File: src/rtl/road_segment_scheduler.sv
// road_segment_scheduler
//   Decides the next top-row road x position once per 2**FRAME_DIV_LOG2 frames and
//   offers it to the road shifter over a valid/ready handshake. Segments (straight or
//   curved, left or right, 64..127 ticks long) are drawn from an external LFSR. The
//   road bounces off the left/right limits.
// Ports
//   pixel_clk  : sole clock
//   rst        : synchronous active-high reset
//   h_coord    : current pixel x
//   v_coord    : current pixel y
//   rand_in    : free-running LFSR value, sampled only in the LOAD state
//   step_ready : road shifter accepts a step
//   step_valid : a new road_x is offered
//   road_x     : new top-row road left edge, px
//   seg_state  : FSM state code (0 LOAD, 1 LINE, 2 CURVE_IN, 3 CURVE_OUT)
//   seg_left   : remaining ticks in the current segment
//   overrun    : sticky, a tick was dropped because a step was still unaccepted
module road_segment_scheduler #(
  parameter int unsigned H_PIXELS       = 800,
  parameter int unsigned V_PIXELS       = 600,
  parameter int unsigned ROAD_WIDTH     = 90,
  parameter int unsigned BORDER_WIDTH   = 250,
  parameter int unsigned FRAME_DIV_LOG2 = 1,
  parameter int unsigned MAX_SLOPE      = 4
) (
  input  logic        pixel_clk,
  input  logic        rst,
  input  logic [10:0] h_coord,
  input  logic [9:0]  v_coord,
  input  logic [15:0] rand_in,
  input  logic        step_ready,
  output logic        step_valid,
  output logic [10:0] road_x,
  output logic [2:0]  seg_state,
  output logic [7:0]  seg_left,
  output logic        overrun
);

  localparam logic [10:0]        CENTER_X  = 11'(H_PIXELS / 2 - ROAD_WIDTH / 2);
  localparam logic signed [11:0] LEFT_LIM  = 12'(H_PIXELS / 2 - BORDER_WIDTH);
  localparam logic signed [11:0] RIGHT_LIM = 12'(H_PIXELS / 2 + BORDER_WIDTH - ROAD_WIDTH);
  localparam int unsigned        DIV_W     = (FRAME_DIV_LOG2 > 0) ? FRAME_DIV_LOG2 : 1;

  typedef enum logic [2:0] {
    StLoad     = 3'd0,
    StLine     = 3'd1,
    StCurveIn  = 3'd2,
    StCurveOut = 3'd3
  } state_e;

  state_e             state_q, state_d;
  logic [10:0]        road_x_q, road_x_d;
  logic               step_valid_q, step_valid_d;
  logic [7:0]         seg_left_q, seg_left_d;
  logic [7:0]         len_q, len_d;
  logic [2:0]         slope_q, slope_d;
  logic               dir_q, dir_d;
  logic [3:0]         phase_q, phase_d;
  logic [DIV_W-1:0]   div_q, div_d;
  logic               overrun_q, overrun_d;

  logic               eof, tick, accept, transfer;
  logic [2:0]         mag;
  logic signed [11:0] delta, sum;
  logic               hit_left, hit_right;
  logic [7:0]         seg_left_dec;
  logic               unused_rand;

  assign unused_rand = ^{rand_in[15:10], rand_in[7:6]};

  // State register
  always_ff @(posedge pixel_clk) begin
    if (rst) begin
      state_q      <= StLoad;
      road_x_q     <= CENTER_X;
      step_valid_q <= 1'b0;
      seg_left_q   <= 8'd0;
      len_q        <= 8'd0;
      slope_q      <= 3'd1;
      dir_q        <= 1'b1;
      phase_q      <= 4'd0;
      div_q        <= '0;
      overrun_q    <= 1'b0;
    end else begin
      state_q      <= state_d;
      road_x_q     <= road_x_d;
      step_valid_q <= step_valid_d;
      seg_left_q   <= seg_left_d;
      len_q        <= len_d;
      slope_q      <= slope_d;
      dir_q        <= dir_d;
      phase_q      <= phase_d;
      div_q        <= div_d;
      overrun_q    <= overrun_d;
    end
  end

  // Next-state logic
  always_comb begin
    eof      = (h_coord == 11'(H_PIXELS - 1)) && (v_coord == 10'(V_PIXELS - 1));
    tick     = eof && ((FRAME_DIV_LOG2 == 0) || (&div_q));
    // LOAD never consumes a tick; one arriving there is dropped like any other.
    accept   = tick && (state_q != StLoad) && (!step_valid_q || step_ready);
    transfer = step_valid_q && step_ready;

    mag          = (state_q == StLine) ? 3'd1 : slope_q;
    delta        = dir_q ? $signed({9'd0, mag}) : -$signed({9'd0, mag});
    sum          = $signed({1'b0, road_x_q}) + delta;
    hit_left     = (sum <= LEFT_LIM);
    hit_right    = (sum >= RIGHT_LIM);
    seg_left_dec = seg_left_q - 8'd1;

    state_d      = state_q;
    road_x_d     = road_x_q;
    seg_left_d   = seg_left_q;
    len_d        = len_q;
    slope_d      = slope_q;
    dir_d        = dir_q;
    phase_d      = phase_q;
    div_d        = eof ? div_q + DIV_W'(1) : div_q;
    overrun_d    = overrun_q | (tick & ~accept);
    step_valid_d = accept ? 1'b1 : (transfer ? 1'b0 : step_valid_q);

    if (state_q == StLoad) begin
      len_d      = {2'b01, rand_in[5:0]};
      seg_left_d = {2'b01, rand_in[5:0]};
      dir_d      = rand_in[9];
      slope_d    = 3'd1;
      phase_d    = 4'd0;
      state_d    = rand_in[8] ? StCurveIn : StLine;
    end else if (accept) begin
      seg_left_d = seg_left_dec;
      if (hit_left || hit_right) begin
        road_x_d = hit_left ? LEFT_LIM[10:0] : RIGHT_LIM[10:0];
        dir_d    = hit_left;
        slope_d  = 3'd1;
        state_d  = StLine;
      end else begin
        road_x_d = sum[10:0];
        // phase counts ticks within a curve half; the slope moves after every 16th.
        // The tick that turns CURVE_IN into CURVE_OUT restarts the count.
        if (state_q == StCurveIn) begin
          if (seg_left_q <= {1'b0, len_q[7:1]}) begin
            state_d = StCurveOut;
            phase_d = 4'd0;
          end else begin
            phase_d = phase_q + 4'd1;
            if ((phase_q == 4'd15) && (slope_q < 3'(MAX_SLOPE))) slope_d = slope_q + 3'd1;
          end
        end else if (state_q == StCurveOut) begin
          phase_d = phase_q + 4'd1;
          if ((phase_q == 4'd15) && (slope_q > 3'd1)) slope_d = slope_q - 3'd1;
        end
      end
      if (seg_left_dec == 8'd0) state_d = StLoad;
    end
  end

  // Outputs
  always_comb begin
    step_valid = step_valid_q;
    road_x     = road_x_q;
    seg_state  = state_q;
    seg_left   = seg_left_q;
    overrun    = overrun_q;
  end

endmodule
File: config.mk
export PLATFORM = sky130hd
export DESIGN_NAME = road_segment_scheduler
export DESIGN_NICKNAME = d
export VERILOG_FILES = /design/src/rtl/road_segment_scheduler.sv
export SDC_FILE = /design/constraint.sdc
export NUM_CORES = 1
export LEC_CHECK = 0
export BUFFER_PORTS_ARGS = -buffer_cell sky130_fd_sc_hd__buf_2
export CAP_MARGIN = 10
export CORE_MARGIN = 3
export CORE_UTILIZATION = 50
export CTS_BUF_LIST = sky130_fd_sc_hd__clkbuf_8 sky130_fd_sc_hd__clkbuf_16
export CTS_CLUSTER_SIZE = 16
export DETAILED_ROUTE_END_ITERATION = 16
export MAX_ROUTING_LAYER = met4
export PLACE_DENSITY_LB_ADDON = 0.1
export SLEW_MARGIN = 25
export SYNTH_ARGS = -nofsm -noshare
export SYNTH_HDL_FRONTEND = slang
export SYNTH_SLANG_ARGS = --single-unit
File: constraint.sdc
create_clock -name pixel_clk -period 10.9 [get_ports pixel_clk]
set_input_delay 1.09 -clock pixel_clk [delete_from_list [all_inputs] [get_ports pixel_clk]]
set_output_delay 1.09 -clock pixel_clk [all_outputs]
set_load 0.1 [all_outputs]
## Yosys cells after proc, flatten, opt, wreduce, memory -nomap -nowiden

Index checks and enable logic that the tools add are counted.

| cells by class | value |
|---|---|
| mux-type cells | 27 |
| add/sub/neg operators | 7 |
| equality and inequality tests | 8 |
| reductions and logical operators | 27 |
| bitwise operators | 5 |
| $lt $le $gt $ge | 5 |

Operators by type and width:

| cell | number |
|---|---|
| 2-to-1 mux 3 bit | 13 |
| 2-to-1 mux 7 bit | 2 |
| adder 12 bit | 1 |
| >= comparator 12 x 11 -> 1 bit, second input constant | 1 |
| <= comparator 12 x 9 -> 1 bit, second input constant | 1 |
| 2-to-1 mux 12 bit | 1 |
| 2-to-1 mux 4 bit | 3 |
| negator 3 -> 12 bit | 1 |
| equality test 11 x 10 -> 1 bit, second input constant | 1 |
| 2-to-1 mux 11 bit | 1 |
| equality test 10 bit, second input constant | 1 |
| 2-to-1 mux 10 bit | 1 |
| nonzero test 3 bit | 3 |
| <= comparator 8 x 6 -> 1 bit | 1 |
| logical NOT 8 bit | 1 |
| nonzero test 2 bit | 4 |
| nonzero test 4 bit | 2 |
| subtractor 8 x 1 -> 8 bit, second input constant | 1 |
| logical AND 1 bit | 7 |
| equality test 3 x 2 -> 1 bit, second input constant | 2 |
| AND reduction 3 bit | 2 |
| 2-to-1 mux 1 bit | 5 |
| AND reduction 5 bit | 1 |
| adder 4 x 1 -> 4 bit, second input constant | 1 |
| other kinds (18) | 22 |

| storage, ports and cells | value |
|---|---|
| logic and storage cells | 90 |
| output and inout bits | 24 |
| input bits | 40 |
| flip-flop bits (word level) | 40 |

## Longest topological paths before layout

| depth | value |
|---|---|
| word-level depth | 11 |
| mapped depth | 16 |
| mapped depth without buffers | 14 |

## Worst setup path before layout

Ideal clock, no wire load.

| path | value |
|---|---|
| path type | register to register |
| start | register state_q[1] (netlist: seg_state[1]) |
| end | register road_x_q[3] (netlist: road_x[3]) |
| clock period less this slack | 4224 ps |
| slack | 6676 ps |
| arrival time | 4154 ps |
| required time | 10829 ps |
| cell stages (with the launch flop) | 16 |
| setup time | 71 ps |
| path buffers | 1 |
| cell sequence | dfxtp_1 clkbuf_1 nand2b_1 and2_1 ha_1 inv_1 o21ai_0 ha_1 nand2b_1 a21o_1 a32o_1 xor2_1 a41oi_2 nand4bb_4 or4_1 a21oi_1 |

| between the ends | value |
|---|---|
| word-level cells in the longest chain between the ends | 8 |
| elaborated cells on any way between the ends | 15 |
| those cells by class | add/sub: 2; order compare: 2; eq/ne: 1; mux: 3; bitwise: 1; reduce/logical: 6 |

RTL lines:

| item | RTL line | text |
|---|---|---|
| start: declaration | 51 | `state_e state_q, state_d;` |
| start signal: assignment | 74 | `state_q <= StLoad;` |
| start signal: assignment | 85 | `state_q <= state_d;` |
| equality test 3 x 1 -> 1 bit | 106 | `mag = (state_q == StLine) ? 3'd1 : slope_q;` |
| 2-to-1 mux 3 bit | 106 |  |
| negator 3 -> 12 bit | 107 | `delta = dir_q ? $signed({9'd0, mag}) : -$signed({9'd0, mag});` |
| 2-to-1 mux 12 bit | 107 |  |
| adder 12 bit | 108 | `sum = $signed({1'b0, road_x_q}) + delta;` |
| <= comparator 12 x 9 -> 1 bit / >= comparator 12 x 11 -> 1 bit (equally long branches) | 109, 110 |  |
| logical OR 1 bit | 133 | `if (hit_left \|\| hit_right) begin` |
| 2-to-1 mux 11 bit | 133 |  |
| end signal: assignment | 86 | `road_x_q <= road_x_d;` |
| end: declaration | 52 | `logic [10:0] road_x_q, road_x_d;` |

Parallel ways exist; a longest one is shown, timed or not.
A chain may end at the register's enable or synchronous reset.

## Worst setup path after layout

Ends and elaborated chain as after synthesis.

==> qor.csv <==
metric,value,unit
status,finished clean,
core_area,5680,um2
synth_area,3020,um2
instances_no_fill,484,
critPathSlowestCell,a21oi_1,
max_stage_delay,630,ps
synth_top_cell_area_share,0.252,
ant_nets,0,
clock_latency,300,ps
slew_violations,0,
rsz0062_at_grt,false,
drv_cap,0,
critPathMaxFanout,13,
drive_gt1_frac,0.197,
gp_congestion,0.829,
synth_nets,432,
postCtsResizedCells,0,
cts_hold_buf,0,
fin_area,3370,um2
power,0.450,mW
crit_type,reg -> reg,
use_met3,0.0326,
detail_route.wl_per_cell,14.4,um
skew,9.31,ps
slew_headroom,0.486,
tritoncts,built,
cp_top_family,compound AO/OA/AOI/OAI gates,
hold_class,reg -> reg,
synth_edf_count,0,
synthCells,367,
top_usage_layer,met2,
cp.arrival,4450,ps
leakagePower,1.47,nW
clkTransAtPathRegs,80,ps
crit_buf_inv,0,
vdd_drop_max,0.0755,mV
diodes,0,
crit_top_cell,a21oi_1,
syn_to_final_growth,11.6,%
cts_root_buffer,clkbuf_8,
finalCriticalPeriod,4220,ps
yosys.area.top_type,dfxtp_1,
postPlaceCellArea,3280,um2
io_buffers,54,
synth_area_leaders,"dfxtp_1 (25%), ha_1 (9.9%), a21oi_1 (4.5%)",
overflow,0,
synth_warnings,0,
dieArea,7010,um2
routed_wl,6950,um
start_util,0.532,
nets,476,
yosysMostFrequentCell,dfxtp_1,
grt_pass1_wl,11900,um
start_kind,register,
async_flop_share,0,
drt-initial-drc-count,82,
ys_seq_area_frac,0.252,
grt_max_degree,33,
post_cts_buffers,0,
rows,27,
tns,0,ps
avgSynthCellArea,8.23,um2
synth-seq-cells,38,
dr.pass1.iters,4,
synth-main-ff-cell,dfxtp_1,
end_kind,register,
drc,0,
cts_max_level,2,
finalSetupViolations,0,
hpwl,5250,um
power.density,134,nW/um2
grt_pass1_vias,2581,
dp_cells,476,
cp_cell_sequence,nand2b_1 -> and2_1 -> a21oi_1 -> ha_1 -> o21a_1 -> o21ai_1 -> a32o_1 -> xor2_1 -> a41oi_2 -> nand4bb_4 -> or4_1 -> a21oi_1,
fmax,0.237,GHz
clock_path_buffers,2,
die_h,83.7,um
clock-sinks,38,
tightest_slew,771,ps
min_period_over_period,0.387,
grtUsageMet1,0.265,
synth_cell_types,74,
finalHoldViolCount,0,
crit_required,11130,ps
cts_buffers,5,
die_x,83.7,um
track_usage,0.208,
antenna_found_initial,0,
ios,64,
met2_usage,0.342,
vias,2763,
ys_top_cells_by_count,"dfxtp_1 (38), nand2_1 (34), nor2_1 (32), a21oi_1 (27), ha_1 (24)",
vias_per_cell,5.71,
fillCellCount,528,
kinds of logic (layout without fill, tap and decap cells):
logic type      after synthesis  after routing  share of synthesized area
compound gates               99             99                      0.232
xor+xnor                     23             23                     0.0742
fa+ha+maj                    25             25                      0.106
buf+inv                      39             84                     0.0621
flops                        38             38                      0.252
mux                           4              4                     0.0133
other cells                   1              1                    0.00124
simple gates                138            138                      0.259
where the power goes:
group          switching [mW]  internal (mW)  total, mW  leakage (nW)
clock network          0.0520         0.0502      0.102        0.0524
registers              0.0103          0.146      0.157         0.310
logic                   0.126         0.0658      0.192          1.10
total                   0.188          0.262      0.450          1.47
metrics by stage:
step                       util  hold slack (ps)  worst slack, ps
after floorplan               -              435             6680
after detailed placement  0.577              448             6700
final                     0.594              458             6680
after CTS                 0.593              459             6670
after global routing      0.594              482             6280
after global placement    0.577              446             6720
state kept, by name (all words and copies together) (netlist names):
signal,cells
dir_q,1
div_q,1
len_q,6
overrun,1
phase_q,4
road_x,11
seg_left,8
seg_state,2
slope_q,3
step_valid,1
path summary, 6_finish.rpt:
kind           startpoint         to  slack [ps]  depth (start not counted)
max          seg_state[1]  road_x[3]        6680                         12
max reg2reg  seg_state[1]  road_x[3]        6680                         12
min reg2reg      len_q[2]   len_q[2]         460                          2
min              len_q[2]   len_q[2]         460                          2
cell usage in the layout, fill, tap and decap left out, types with 6 or more instances in the layout:
cell type and count:
a211oi_1 9, a21o_1 7, a21oi_1 27, buf_2 54, clkbuf_8 6, dfxtp_1 38, ha_1 24, inv_1 23
nand2_1 34, nand2b_1 11, nand3_1 6, nor2_1 32, nor3_1 9, o21ai_0 8, o21ai_1 8, xnor2_1 13
xor2_1 7
tightest hold or removal path: stages, from the launching register on:
cell	delay, ps
dfxtp_1	310
nand2_1	50
a21oi_1	50
area by class of cell:
type	count	area (um2)	area share
well taps	72	90.1	0.0267
multi-input cells	290	2080	0.616
clock inverters	2	8.76	0.00260
clock buffers	6	82.6	0.0245
repair buffers	54	270	0.0801
inverters	22	82.6	0.0245
flip-flops and latches	38	761	0.226
routing by layer:
| metal | wire length (um) | share of wire | vias to the layer above |
|---|---|---|---|
| li1 | - | - | 1417 |
| met1 | 3270 | 0.47 | 1285 |
| met2 | 3390 | 0.49 | 52 |
| met3 | 187 | 0.027 | 9 |
| met4 | 110 | 0.016 | 0 |
| met5 | 0 | 0 | - |
(Power assumes the default switching activity.)
